==> config.mk <==
export PLATFORM = sky130hd
export DESIGN_NAME = uart_rx
export DESIGN_NICKNAME = d
export VERILOG_FILES = /design/src/rtl/uart_pkg.sv /design/src/rtl/uart_sync.sv /design/src/rtl/uart_rx.sv
export SDC_FILE = /design/constraint.sdc
export NUM_CORES = 1
export LEC_CHECK = 0
export CORE_MARGIN = 2
export CORE_UTILIZATION = 45
export CTS_BUF_LIST = sky130_fd_sc_hd__clkbuf_16
export DETAILED_ROUTE_END_ITERATION = 10
export GPL_TIMING_DRIVEN = 0
export PLACE_DENSITY = 0.74
export SYNTH_ARGS = -nofsm -noshare
export SYNTH_HDL_FRONTEND = slang
export SYNTH_HIERARCHICAL = 1
export SYNTH_SLANG_ARGS = --single-unit
==> constraint.sdc <==
create_clock -name clk -period 1.92 [get_ports clk]
set_clock_uncertainty 0.05 [all_clocks]
set_input_delay 0.384 -clock clk [delete_from_list [all_inputs] [get_ports clk]]
set_output_delay 0.384 -clock clk [all_outputs]
set_load 0.05 [all_outputs]
==> src/rtl/uart_pkg.sv <==
// Shared UART definitions: state encoding and bit-timing helper, reused by rx and tx.
package uart_pkg;

  localparam logic [2:0] STATE_IDLE      = 3'd0;
  localparam logic [2:0] STATE_START     = 3'd1;
  localparam logic [2:0] STATE_DATA      = 3'd2;
  localparam logic [2:0] STATE_STOP      = 3'd3;
  localparam logic [2:0] STATE_WAIT_HIGH = 3'd4;

  typedef enum logic [2:0] {
    ST_IDLE      = STATE_IDLE,
    ST_START     = STATE_START,
    ST_DATA      = STATE_DATA,
    ST_STOP      = STATE_STOP,
    ST_WAIT_HIGH = STATE_WAIT_HIGH
  } uart_state_e;

  // Whole system clocks per serial bit; the fractional part is dropped.
  function automatic int calc_clks_per_bit(input int clock_freq_hz, input int baud_rate);
    return clock_freq_hz / baud_rate;
  endfunction

endpackage

==> src/rtl/uart_sync.sv <==
// Multi-flop synchronizer for an asynchronous single-bit input.
module uart_sync #(
  parameter int   DEPTH       = 2,    // must be at least 2
  parameter logic RESET_VALUE = 1'b1
) (
  input  logic clk,
  input  logic reset,
  input  logic d,
  output logic q
);

  logic [DEPTH-1:0] stages;

  // Shift the raw input through the flop chain; the last stage is the safe copy.
  // NOTE: sequential state uses non-blocking assignments so every flop samples pre-edge values.
  always_ff @(posedge clk) begin
    if (reset) begin
      stages <= {DEPTH{RESET_VALUE}};
    end else begin
      stages <= {stages[DEPTH-2:0], d};
    end
  end

  assign q = stages[DEPTH-1];

endmodule

==> src/rtl/uart_rx.sv <==
// UART receiver: 8N1-style framing, mid-bit sampling, valid/ready output with overrun detection.
module uart_rx
  import uart_pkg::*;
#(
  parameter int CLOCK_FREQ_HZ = 25000000,
  parameter int BAUD_RATE     = 115200,
  parameter int NUM_BITS      = 8       // must be at least 2
) (
  input  logic                clk,
  input  logic                reset,
  input  logic                rx,
  output logic [NUM_BITS-1:0] rx_data,
  output logic                rx_data_valid,
  input  logic                rx_data_ready,
  output logic                framing_error,
  output logic                overrun_error
);

  localparam int CLKS_PER_BIT = calc_clks_per_bit(CLOCK_FREQ_HZ, BAUD_RATE);
  localparam int HALF_BIT     = CLKS_PER_BIT / 2;
  localparam int TIMER_W      = $clog2(CLKS_PER_BIT);
  localparam int CNT_W        = $clog2(NUM_BITS + 1);

  localparam logic [TIMER_W-1:0] HALF_LAST = TIMER_W'(HALF_BIT - 1);
  localparam logic [TIMER_W-1:0] BIT_LAST  = TIMER_W'(CLKS_PER_BIT - 1);
  localparam logic [CNT_W-1:0]   CNT_LAST  = CNT_W'(NUM_BITS - 1);

  logic                rx_sync;
  uart_state_e         state, state_next;
  logic [TIMER_W-1:0]  timer, timer_next;
  logic [CNT_W-1:0]    bit_cnt, bit_cnt_next;
  logic [NUM_BITS-1:0] shreg, shreg_next;
  logic                deliver;
  logic                frame_err_next;
  logic                accept;

  uart_sync #(
    .DEPTH       (2),
    .RESET_VALUE (1'b1)
  ) u_sync (
    .clk   (clk),
    .reset (reset),
    .d     (rx),
    .q     (rx_sync)
  );

  // Frame-tracking registers: state, bit timer, bit counter, shift register, framing pulse.
  always_ff @(posedge clk) begin
    if (reset) begin
      state         <= ST_IDLE;
      timer         <= '0;
      bit_cnt       <= '0;
      shreg         <= '0;
      framing_error <= 1'b0;
    end else begin
      state         <= state_next;
      timer         <= timer_next;
      bit_cnt       <= bit_cnt_next;
      shreg         <= shreg_next;
      framing_error <= frame_err_next;
    end
  end

  // Next-state and datapath decisions, all taken on the synchronized line value.
  always_comb begin
    // NOTE: every output of this block gets a default first so no path can infer a latch.
    state_next     = state;
    timer_next     = timer;
    bit_cnt_next   = bit_cnt;
    shreg_next     = shreg;
    deliver        = 1'b0;
    frame_err_next = 1'b0;

    case (state)
      ST_IDLE: begin
        timer_next = '0;
        if (!rx_sync) state_next = ST_START;
      end

      ST_START: begin
        if (timer == HALF_LAST) begin
          timer_next   = '0;
          bit_cnt_next = '0;
          // A line that is high again by mid start bit was only a glitch.
          state_next   = rx_sync ? ST_IDLE : ST_DATA;
        end else begin
          timer_next = timer + 1'b1;
        end
      end

      ST_DATA: begin
        if (timer == BIT_LAST) begin
          timer_next   = '0;
          // LSB arrives first, so each new bit enters at the top and shifts down.
          shreg_next   = {rx_sync, shreg[NUM_BITS-1:1]};
          bit_cnt_next = bit_cnt + 1'b1;
          if (bit_cnt == CNT_LAST) state_next = ST_STOP;
        end else begin
          timer_next = timer + 1'b1;
        end
      end

      ST_STOP: begin
        if (timer == BIT_LAST) begin
          timer_next = '0;
          if (rx_sync) begin
            deliver    = 1'b1;
            state_next = ST_IDLE;
          end else begin
            frame_err_next = 1'b1;
            state_next     = ST_WAIT_HIGH;
          end
        end else begin
          timer_next = timer + 1'b1;
        end
      end

      ST_WAIT_HIGH: begin
        timer_next = '0;
        if (rx_sync) state_next = ST_IDLE;
      end

      default: state_next = ST_IDLE;
    endcase
  end

  assign accept = rx_data_valid && rx_data_ready;

  // Output holding register: load on delivery if free or being drained, else flag overrun.
  always_ff @(posedge clk) begin
    if (reset) begin
      rx_data       <= '0;
      rx_data_valid <= 1'b0;
      overrun_error <= 1'b0;
    end else begin
      overrun_error <= 1'b0;
      if (deliver) begin
        if (!rx_data_valid || accept) begin
          rx_data       <= shreg;
          rx_data_valid <= 1'b1;
        end else begin
          overrun_error <= 1'b1;
        end
      end else if (accept) begin
        rx_data_valid <= 1'b0;
      end
    end
  end

endmodule

After elaboration in Yosys (flattened, before gate mapping)

Index checks and enable logic that the tools add are counted.

Add/sub/neg operators: 2
Equality and inequality tests: 14
Multiplexer cells: 23
Bitwise logic cells: 3
Reductions and logical operators: 16

Operators by type and width:

| kind                | count |
|---|---|
| $pmux 8 s3          | 1 |
| $mux 3              | 7 |
| $mux 8              | 2 |
| $pmux 3 s5          | 1 |
| $ne 2x2->1 const B  | 5 |
| $add 8x1->8 const B | 1 |
| $eq 8x7->1 const B  | 1 |
| $eq 8x8->1 const B  | 1 |
| $mux 1              | 8 |
| $mux 4              | 2 |
| $pmux 4 s2          | 1 |
| $eq 3x2->1 const B  | 2 |
| $reduce_and 2->1    | 3 |
| $reduce_and 6->1    | 1 |
| $reduce_or 2->1     | 3 |
| $add 4x1->4 const B | 1 |
| $eq 4x3->1 const B  | 1 |
| $ne 2x1->1 const B  | 2 |
| $reduce_bool 2->1   | 2 |
| $eq 3x1->1 const B  | 1 |
| $eq 3x3->1 const B  | 1 |
| $logic_not 3->1     | 1 |
| $not 1->1           | 3 |
| $reduce_and 3->1    | 1 |
| other kinds (6)     | 6 |

Flip-flop bits (word level): 36
Bits of input ports: 4
Output and inout port bits: 11
Logic and storage cells: 67

Logic depth before layout (Yosys ltp)

Depth in word-level cells: 5
Depth in mapped cells: 8
Gate-level depth less buffers: 6

By module

The synthesis kept the hierarchy.

By module, submodules not included:

| module    | instances | cells each | area each (µm²) | seq. area each (µm²) |
|---|---|---|---|---|
| uart_rx   | 1         | 181        | 1651.6          | 680.7 |
| uart_sync | 1         | 4          | 52.6            | 40.0 |

Least setup slack after synthesis

No wires, ideal clock.

Path kind: register -> register
From: register timer[0]
To: register bit_cnt[2]
Setup time: 0.140 ns
Arrival time: 1.371 ns
Data required time: 1.730 ns
Setup slack: 0.358 ns
Stages on the path, launching flop included: 9
Path buffers: 2
Period minus slack after synthesis: 1.562 ns
Path through: dfxtp_1 inv_1 ha_1 and4b_1 buf_6 and3_4 buf_12 a21oi_2 a311oi_2

Word-level cells in the longest chain between the ends: 3
Elaborated cells between the ends (all ways): 5
Classes of those cells: eq/ne: 4; reduce/logical: 1

RTL lines:

| element                                  | line                         | RTL |
|---|---|---|
| start: declaration                       | uart_rx.sv:30                | `logic [TIMER_W-1:0] timer, timer_next;` |
| start signal: assignment                 | uart_rx.sv:57                | `timer <= timer_next;` |
| $eq 8x8->1 or $eq 8x7->1 (tied branches) | uart_rx.sv:92, uart_rx.sv:81 |  |
| $ne 2x2->1 (no line)                     | --                           |  |
| $reduce_and 3->1 (no line) (*)           | --                           |  |
| end signal: assignment                   | uart_rx.sv:58                | `bit_cnt <= bit_cnt_next;` |
| end: declaration                         | uart_rx.sv:31                | `logic [CNT_W-1:0] bit_cnt, bit_cnt_next;` |

Mark *: on every way between the ends. The rest lies on a longest branch, timed or not.
A chain may end at the register's enable or synchronous reset.

Worst setup path after layout

From: register rx_data[7]
To: output rx_data[7]

RTL lines:

| element                  | line           | RTL |
|---|---|---|
| start: declaration       | uart_rx.sv:12  | `output logic [NUM_BITS-1:0] rx_data,` |
| start signal: assignment | uart_rx.sv:139 | `rx_data <= shreg;` |

No word-level cell between the ends.

==> flow_metrics.py <==
metrics = {
    "final_layout": {
        "seqCellArea_um2": 721,
        "nNetsFinal": 214,
        "layout_commonest_cell": "dfxtp_1",
        "multiInputGateArea_um2": 885,
        "n_antenna_cell": 0,
        "finalNonFillerCells": 256,
        "fillers": 329,
        "drive_gt1_share_pct": 13.0,
        "area_delta_synth_final_pct": 22.0,
        "layout_common_cells": "dfxtp_1 (36), nor2_1 (17), clkdlybuf4s50_1 (14)",
    },
    "critical_path": {
        "start_kind": "register",
        "path_cells": "clkdlybuf4s50_1",
        "required_ps": 1490,
        "cp_slowest_stage_delay_ps": 810,
        "cp-end-kind": "primary output",
        "timing.rr.start": "timer[1]",
        "path_max_fanout": 2,
        "r2r_end": "bit_cnt[1]",
        "reg2regPathDepth": 5,
        "cp.arrival_ps": 1420,
        "r2r_slack_ps": 140,
        "critPathTopFamily": "buffers and inverters",
        "critPathSlowestCell": "clkdlybuf4s50_1",
        "crit_buf_inv": 1,
        "critPathKind": "register to primary output",
    },
    "drt": {
        "wl_um": 3560,
        "route.vias.total": 1425,
        "postRouteAntennaNets": 0,
        "remaining_drc_errors": 0,
        "firstDrtPassIters": 4,
        "drt_iter0_markers": 54,
        "routed_via_density": 5.57,
        "detail_route.wl_per_cell_um": 13.9,
    },
    "grt": {
        "overflow": 0,
        "grt_pass1_wl_um": 6250,
        "grt_pass1_vias": 1382,
        "grtUsageTotal_pct": 18.9,
        "grt_start_max_net_pins": 12,
        "antenna_found_initial": 0,
    },
    "synth": {
        "synth_area_mm2": 0.00170,
        "synth_seq_cells": 36,
        "ys.flop_type": "dfxtp_1",
        "syn_avg_cell_area_um2": 9.21,
        "async_flop_share_pct": 0,
        "synth_top_area_share_pct": 42.3,
        "synth_area_leaders": "dfxtp_1 (42%), mux2i_1 (5.9%), nand3_1 (3.8%), nor2_1 (3.7%), o21ai_0 (3.5%)",
        "synth_enable_flop_cells": 0,
        "synthCells": 185,
        "yosysTopAreaCell": "dfxtp_1",
        "ys_seq_area_share_pct": 42.3,
        "synth_nets": 192,
        "yosysWarnings": 6,
        "synth.distinct_cells": 46,
    },
    "sta": {
        "fmax_mhz": 538,
        "fin_crit_sh_pct": 96.8,
        "hold_ws_ps": 352,
        "rsz0062_at_grt": "no",
        "worst_pin_slew_ps": 503,
        "layout_setup_ws_ps": 61.7,
        "slew-limit-headroom_pct": 66.3,
        "finalCriticalPeriod_ps": 1860,
        "finalSetupViolCount": 0,
        "hold_viol_final": 0,
        "drv_slew": 0,
    },
    "die": {
        "rows": 22,
        "die-area_mm2": 0.00430,
        "die_width_um": 65.5,
        "ios": 15,
        "core-area_mm2": 0.00366,
        "initial_core_util_pct": 46.5,
        "chipHeight_um": 65.5,
    },
    "min_path": {
        "hp-start": "u_sync/stages[0]",
        "whs_path_depth": 1,
        "hp-class": "register to register",
        "min_to": "u_sync/stages[1]",
    },
    "placed_design": {
        "hpwl_um": 2340,
        "pre_cts_ws_ps": -331,
        "gp_congestion": 0.795,
        "dp.cells": 247,
        "port_buffers": 14,
    },
    "power": {
        "vdd_drop_max_mv": 0.585,
        "power_density_mw_per_mm2": 814,
        "p_leak_nw": 0.697,
    },
    "clock_network": {
        "cts_tree": "built",
        "clk_latency_ps": 280,
        "root_buffer": "clkbuf_16",
        "cts_buffers": 5,
        "cts_hold_buffers": 0,
        "clockBufferDepth": 2,
        "cts.clk_slew.worst_paths_ps": 50,
        "cts_sinks": 36,
        "cts_htree_levels": 2,
    },
    "flow_run": {
        "cap_viol_max_count": 0,
    },
    "run_status": {
        "status": "completed",
    },
}
sequential cells by signal (all words and copies together) (netlist names):
| signal | flops |
|---|---|
| shreg | 8 |
| rx_data_valid | 1 |
| u_sync/stages | 2 |
| rx_data | 8 |
| overrun_error | 1 |
| state | 3 |
| framing_error | 1 |
| timer | 8 |
| bit_cnt | 4 |
per-stage QoR:
stage	util (%)	setup TNS, ps	power (mW)	instance area (um2)
2_1_floorplan	-	0	0.792	1700
3_3_place_gp	52.0	-3420	0.807	1900
3_5_place_dp	52.0	-3430	0.807	1900
4_1_cts	56.5	0	1.71	2070
5_1_grt	56.8	0	1.75	2080
6_report	56.8	0	1.69	2080
kinds of logic (layout without fill, tap and decap cells):
kind of cell	Yosys count	after routing	synth area share (%)
flip-flops	36	36	42.3
AO/OA/AOI/OAI	41	41	15.7
buffers and inverters	16	39	5.80
XOR/XNOR	4	4	2.06
multiplexers	10	10	5.87
adder cells (fa/ha/maj)	3	3	2.20
AND/OR/NAND/NOR	75	75	26.1
how the worst max path moves through the flow:
stage / start / endpoint / slack [ps] / cells after the start
floorplan: timer[0] / bit_cnt[2] / 360 / 8
global placement: reset / shreg[2] / -320 / 5
detailed placement: reset / shreg[6] / -330 / 5
CTS: timer[0] / rx_data[1] / 50 / 7
global route: timer[1] / timer[1] / 4 / 7
finish: rx_data[7] / rx_data[7] / 60 / 1
layer usage:
layer  global-route usage, %  wire (um)  vias to the layer above
met5                       0          0                        -
met3                    4.62        104                        7
met4                    7.03         62                        0
li1                        -          -                      707
met1                    24.1       1730                      689
met2                    30.7       1670                       22
synth_stat cells, types with 2 or more instances:
cell type / instances
a21oi_1: 11
a21oi_2: 2
a31oi_1: 4
and2_1: 2
and3b_1: 2
and4bb_2: 2
buf_2: 3
buf_6: 2
clkbuf_1: 5
dfxtp_1: 36
ha_1: 3
inv_1: 4
mux2i_1: 10
nand2_1: 13
nand2b_1: 3
nand3_1: 13
nand3b_1: 6
nor2_1: 17
nor3_1: 4
o21a_1: 2
o21ai_0: 12
or2_1: 2
xnor2_1: 4
power by group:
group	switching (mW)	internal [mW]	total, mW
clock	0.295	0.605	0.900
sequential	0.00259	0.750	0.753
combinational	0.0245	0.0150	0.0395
timing repair:
action                                  in CTS  in global routing
endpoints found under the setup margin      10                 21
resized for setup                            1                  4
buffers inserted                             0                  1
final cells by class:
cell class | count | share of cell area (%)
plain buffers | 12 | 4.15
flip-flops and latches | 36 | 34.7
clock inverters | 3 | 1.87
inverters | 4 | 0.722
clock buffers | 5 | 6.02
well taps | 48 | 2.89
multi-input cells | 133 | 42.6
repair buffers | 15 | 7.10
No activity file was read; power rests on OpenSTA's default activity.
